File: src/rtl/wb_ram_arbiter.sv
// wb_ram_arbiter: two-master Wishbone arbiter in front of the on-chip RAM
// wrapper. Master 0 is the instruction port, master 1 the data port.
// Grants round-robin, one transaction per grant, with a one-cycle GAP after
// every grant so the RAM always sees a fresh cyc/stb rising edge.
//
// Optional feature: define WB_ARB_TIMEOUT_EN to add a watchdog that errors a
// granted transaction after TIMEOUT_CYCLES cycles without s_ack_i. Without the
// macro there is no counter, the err outputs are constant 0 and the arbiter
// waits for the ack indefinitely.

module wb_ram_arbiter #(
  parameter int unsigned TIMEOUT_CYCLES = 255
) (
  input  logic        clk_i,
  input  logic        rst_n_i,
  // master 0 (instruction)
  input  logic        m0_cyc_i,
  input  logic        m0_stb_i,
  input  logic        m0_we_i,
  input  logic [3:0]  m0_sel_i,
  input  logic [31:0] m0_addr_i,
  input  logic [31:0] m0_data_i,
  output logic [31:0] m0_data_o,
  output logic        m0_ack_o,
  output logic        m0_err_o,
  // master 1 (data)
  input  logic        m1_cyc_i,
  input  logic        m1_stb_i,
  input  logic        m1_we_i,
  input  logic [3:0]  m1_sel_i,
  input  logic [31:0] m1_addr_i,
  input  logic [31:0] m1_data_i,
  output logic [31:0] m1_data_o,
  output logic        m1_ack_o,
  output logic        m1_err_o,
  // slave (RAM wrapper)
  output logic        s_cyc_o,
  output logic        s_stb_o,
  output logic        s_we_o,
  output logic [3:0]  s_sel_o,
  output logic [31:0] s_addr_o,
  output logic [31:0] s_data_o,
  input  logic [31:0] s_data_i,
  input  logic        s_ack_i
);

  // Elaboration-time range check on the timeout length.
  if (TIMEOUT_CYCLES < 2 || TIMEOUT_CYCLES > 65535) begin : g_bad_timeout
    $error("wb_ram_arbiter: TIMEOUT_CYCLES must be in 2..65535");
  end

  typedef enum logic [1:0] {IDLE, GNT0, GNT1, GAP} state_t;

  // One master's request bundle, so the granted master is a single mux.
  typedef struct packed {
    logic        cyc;
    logic        stb;
    logic        we;
    logic [3:0]  sel;
    logic [31:0] addr;
    logic [31:0] data;
  } wb_req_t;

  wb_req_t m0_req, m1_req, gnt_req;
  logic    req0, req1;
  state_t  state_q, state_d;
  logic    last_grant_q;   // 0: master 0 was granted last, 1: master 1
  logic    granted;
  logic    timeout_hit;

  assign m0_req  = {m0_cyc_i, m0_stb_i, m0_we_i, m0_sel_i, m0_addr_i, m0_data_i};
  assign m1_req  = {m1_cyc_i, m1_stb_i, m1_we_i, m1_sel_i, m1_addr_i, m1_data_i};
  assign req0    = m0_cyc_i & m0_stb_i;
  assign req1    = m1_cyc_i & m1_stb_i;
  assign gnt_req = (state_q == GNT1) ? m1_req : m0_req;
  assign granted = (state_q == GNT0) || (state_q == GNT1);

  // Read data is broadcast; only the granted master gets an ack to qualify it.
  assign m0_data_o = s_data_i;
  assign m1_data_o = s_data_i;

  // State register and round-robin history.
  // NOTE: sequential state uses non-blocking assignments under an async
  // active-low reset, so every register updates from pre-edge values.
  always_ff @(posedge clk_i or negedge rst_n_i) begin
    if (!rst_n_i) begin
      state_q      <= IDLE;
      last_grant_q <= 1'b1;   // master 0 wins the first tie
    end else begin
      state_q <= state_d;
      if (state_q == IDLE && state_d == GNT0) last_grant_q <= 1'b0;
      if (state_q == IDLE && state_d == GNT1) last_grant_q <= 1'b1;
    end
  end

`ifdef WB_ARB_TIMEOUT_EN
  localparam logic [15:0] TO_LAST = 16'(TIMEOUT_CYCLES - 1);
  logic [15:0] to_cnt_q;

  // Counts granted cycles without ack; held at zero outside a grant so each
  // grant starts counting from zero.
  always_ff @(posedge clk_i or negedge rst_n_i) begin
    if (!rst_n_i) begin
      to_cnt_q <= '0;
    end else if (granted && !s_ack_i) begin
      to_cnt_q <= to_cnt_q + 16'd1;
    end else begin
      to_cnt_q <= '0;
    end
  end

  assign timeout_hit = (to_cnt_q == TO_LAST);
`else
  assign timeout_hit = 1'b0;
`endif

  // Next-state decode and all slave/master return signalling.
  // NOTE: every output of this block gets a default first, so no path can
  // leave one unassigned and infer a latch.
  always_comb begin
    state_d  = state_q;
    s_cyc_o  = 1'b0;
    s_stb_o  = 1'b0;
    s_we_o   = 1'b0;
    s_sel_o  = '0;
    s_addr_o = '0;
    s_data_o = '0;
    m0_ack_o = 1'b0;
    m1_ack_o = 1'b0;
    m0_err_o = 1'b0;
    m1_err_o = 1'b0;

    case (state_q)
      IDLE: begin
        if (req0 && (!req1 || last_grant_q)) state_d = GNT0;
        else if (req1)                       state_d = GNT1;
      end

      GNT0, GNT1: begin
        s_cyc_o  = gnt_req.cyc & gnt_req.stb;
        s_stb_o  = gnt_req.cyc & gnt_req.stb;
        s_we_o   = gnt_req.we;
        s_sel_o  = gnt_req.sel;
        s_addr_o = gnt_req.addr;
        s_data_o = gnt_req.data;
        if (state_q == GNT0) m0_ack_o = s_ack_i;
        else                 m1_ack_o = s_ack_i;

        // Ack wins over a simultaneous abort; an abort suppresses the timeout.
        if (s_ack_i || !gnt_req.cyc) begin
          state_d = GAP;
        end else if (timeout_hit) begin
          state_d = GAP;
          if (state_q == GNT0) m0_err_o = 1'b1;
          else                 m1_err_o = 1'b1;
        end
      end

      GAP:     state_d = IDLE;
      default: state_d = IDLE;
    endcase
  end

endmodule

File: config.mk
export PLATFORM = sky130hd
export DESIGN_NAME = wb_ram_arbiter
export DESIGN_NICKNAME = d
export VERILOG_FILES = /design/src/rtl/wb_ram_arbiter.sv
export SDC_FILE = /design/constraint.sdc
export NUM_CORES = 1
export LEC_CHECK = 0
export CAP_MARGIN = 10
export CORE_AREA = 2 2 124 126
export CTS_BUF_LIST = sky130_fd_sc_hd__clkbuf_8 sky130_fd_sc_hd__clkbuf_16
export DETAILED_ROUTE_END_ITERATION = 12
export DIE_AREA = 0 0 126 128
export DONT_BUFFER_PORTS = 1
export MAX_ROUTING_LAYER = met4
export PLACE_DENSITY_LB_ADDON = 0.3
export SLEW_MARGIN = 20
export SYNTH_ARGS = -nofsm -noshare
export SYNTH_HDL_FRONTEND = slang
export SYNTH_SLANG_ARGS = --single-unit
File: constraint.sdc
create_clock -name clk_i -period 2.5 [get_ports clk_i]
set_clock_uncertainty 0.2 [all_clocks]
set_input_delay 0.75 -clock clk_i [delete_from_list [all_inputs] [get_ports clk_i]]
set_output_delay 0.75 -clock clk_i [all_outputs]
set_load 0.05 [all_outputs]
==> summary.md <==
| Metric | Value |
|---|---|
| Outcome | `complete, but fails checks` |
| Violated checks | `negative setup slack` |
| Share of cells above drive strength 1 | `just under 90%` |
| H-Tree Depth | `1` |
| Startpoint types | `register` |
| Final non-filler cell total | `455` |
| GR Overflow Total | `0` |
| RSZ-0062 raised after global routing | `true` |
| Final nets | `448` |
| Critical path class | `reg -> out` |
| Number of antenna diodes | `0` |
| Final setup margin | `-131 ps` |
| Io pins | `316` |
| Metal3 WL | `702 µm` |
| DIE AREA | `around 0.016 mm²` |
| Starting density of the core | `between 10% and 20%` |
| Port-buffer cells | `0` |
| Fillers | `1500` |
| Wirelength per Cell | `17.3 µm` |
| CTS Buf Count | `3` |
| DR WL met2 | `4.41 mm` |
| Drt pass-1 iters | `3` |
| Largest net degree at the start of global routing | `29` |
| Worst Path Arrival | `1680 ps` |
| Fmax | `approximately 380 MHz` |
| Number of synthesized flops with an enable pin | `0` |
| Final setup viols | `73` |
| Deepest clock path buffer count | `2` |
| Antenna viol nets, final | `0` |
| DRC Markers | `0` |
| Clk Latency, worst-skew pair | `220 ps` |
| Fin. Hold Viols | `0` |
| Sequential share of the synthesized area | `under 10%` |
| Initial antenna violation count | `0` |
| DR vias | `approximately 1800` |
| #FFs+latches synth | `3` |
| CTS root buffer | `clkbuf_16` |
| DP Cell Count | `between 400 and 500` |
| Max_cap viols | `0` |
| Fin crit share | `105%` |
| Worst-path clk slew | `30 ps` |
| Vias per Instance | `3.90` |
| Ys async rst share | `100%` |
| Fin. max-slew vios | `0` |
| Synth area leader | `mux2i_1` |
| Row count | `between 40 and 50` |
| P&R area growth vs syn | `125%` |
| Hold Crit Class | `in -> async` |
| WL final | `7.88 mm` |
| Clock sinks | `3` |
| Core area | `approximately 0.015 mm²` |
| # hold bufs at CTS | `0` |
| Total global-route track usage | `8.87%` |
| Post-synth top area share | `35.0%` |
| CTS tree | `yes` |
| Gpl congestion | `around 0.65` |
| Iter 0 DRT Violations | `29` |
| Synth Area per Inst | `7.86 µm²` |
| Mapped Cells | `255` |
| Synthesized area | `0.00200 mm²` |
| Hold_ws | `24.5 ps` |
| Crit-path max FO | `28` |
| Floorplan die width | `126 µm` |
| Yosys cell types | `27` |
| Die Y | `128 µm` |
| DP Wirelength | `5.96 mm` |
| Final min period | `2630 ps` |
| Critical Path RT | `between 1500 and 2000 ps` |
| Ys Warns | `0` |
| Vias in the first global route | `1961` |
| Top sig layer | `met4` |
| Primary FF master, synth | `dfrtp_1` |
| Wl on met1 | `2.63 mm` |
| Final setup TNS | `-6500 ps` |
| CP Capture Type | `primary output` |
| Dominant cells by area after synthesis | `mux2i_1, buf_4, nor2b_1` |
| First-pass GRT wire length | `approximately 11 mm` |
routing by layer:
metal / up-vias / track usage, %
met5: - / -
met1: 820 / 9.55
li1: 816 / -
met2: 123 / 16.2
met4: 0 / 2.84
met3: 17 / 1.96
state kept, by name, indices dropped and copies added, names as in the netlist:
name,cells
last_grant_q,1
state_q,2
cell usage after synthesis, types with 3 or more instances:
master,n
nand2_1,3
nor2b_1,69
clkbuf_1,7
mux2i_1,70
a21oi_1,3
ha_1,3
buf_4,74
area by class of cell:
cell class / count / area [µm²] / share of cell area, %
well taps: 188 / 235 / 5.21
repair buffers: 91 / 1750 / 38.7
clock buffers: 3 / 75.1 / 1.66
clock inverters: 1 / 3.75 / 0.0832
multi-input cells: 167 / 2370 / 52.5
inverters: 2 / 7.51 / 0.166
flip-flops and latches: 3 / 76.3 / 1.69
worst max-delay path: stages, from the launching register on:
cell and delay [ps]:
dfrtp_1 410, inv_1 120, ha_4 380, buf_12 190, nor2b_4 200, buf_12 150
final timing paths:
| path | from | endpoint | slack [ps] | cells past startpoint |
|---|---|---|---|---|
| min | rst_n_i | state_q[0] | 20 | 0 |
| min reg2reg | last_grant_q | last_grant_q | 380 | 2 |
| max reg2reg | state_q[0] | state_q[1] | 550 | 7 |
| min in group clk_i | last_grant_q | last_grant_q | 380 | 2 |
| max | state_q[1] | s_data_o[15] | -130 | 5 |
| max in group asynchronous | rst_n_i | last_grant_q | 1910 | 0 |
per-stage QoR:
stage / setup WS, ps / utilization (%) / cell area [µm²]
3_3_place_gp: 7.73 / 25.0 / 3710
5_1_grt: -208 / 30.3 / 4510
6_report: -131 / 30.3 / 4510
4_1_cts: -140 / 29.1 / 4330
3_5_place_dp: 5.27 / 25.0 / 3710
2_1_floorplan: -115 / - / 2480
logic make-up (layout without fill, tap and decap cells):
kind of cell,after synthesis,in the layout,synth area share (%)
AOI/OAI and AO/OA,13,13,4.62
DFF,3,3,3.81
muxes,70,70,35.0
adders and majority gates,3,3,1.87
buffers and inverters,86,97,30.5
other,1,2,0.187
and+or+nand+nor,79,79,24.0
placed cells by master (no fill, tap or decap), drive strengths merged:
cell type	instances
mux2i	70
o2bb2ai	1
dfstp	1
o22ai	2
nand3	2
nand2	3
a21boi	1
clkbuf	4
a41o	1
and2	1
o21ai	2
a21oi	3
or2	1
and3	1
ha	3
dfrtp	2
o221a	1
nor2	1
nor2b	69
buf	90
o2111ai	1
a2bb2oi	1
inv	3
conb	2
nand4	1
what timing repair did:
action                                 4_1_cts  5_1_grt
setup endpoints to repair                   73       73
resized for setup                           82       27
cloned                                       3        2
buffers inserted                             6        0
endpoints found under the hold margin        0        0
pin swaps                                    1        0
Power is not shown: default switching activity piles up to over one toggle a cycle in this logic, so the estimate is an artifact.
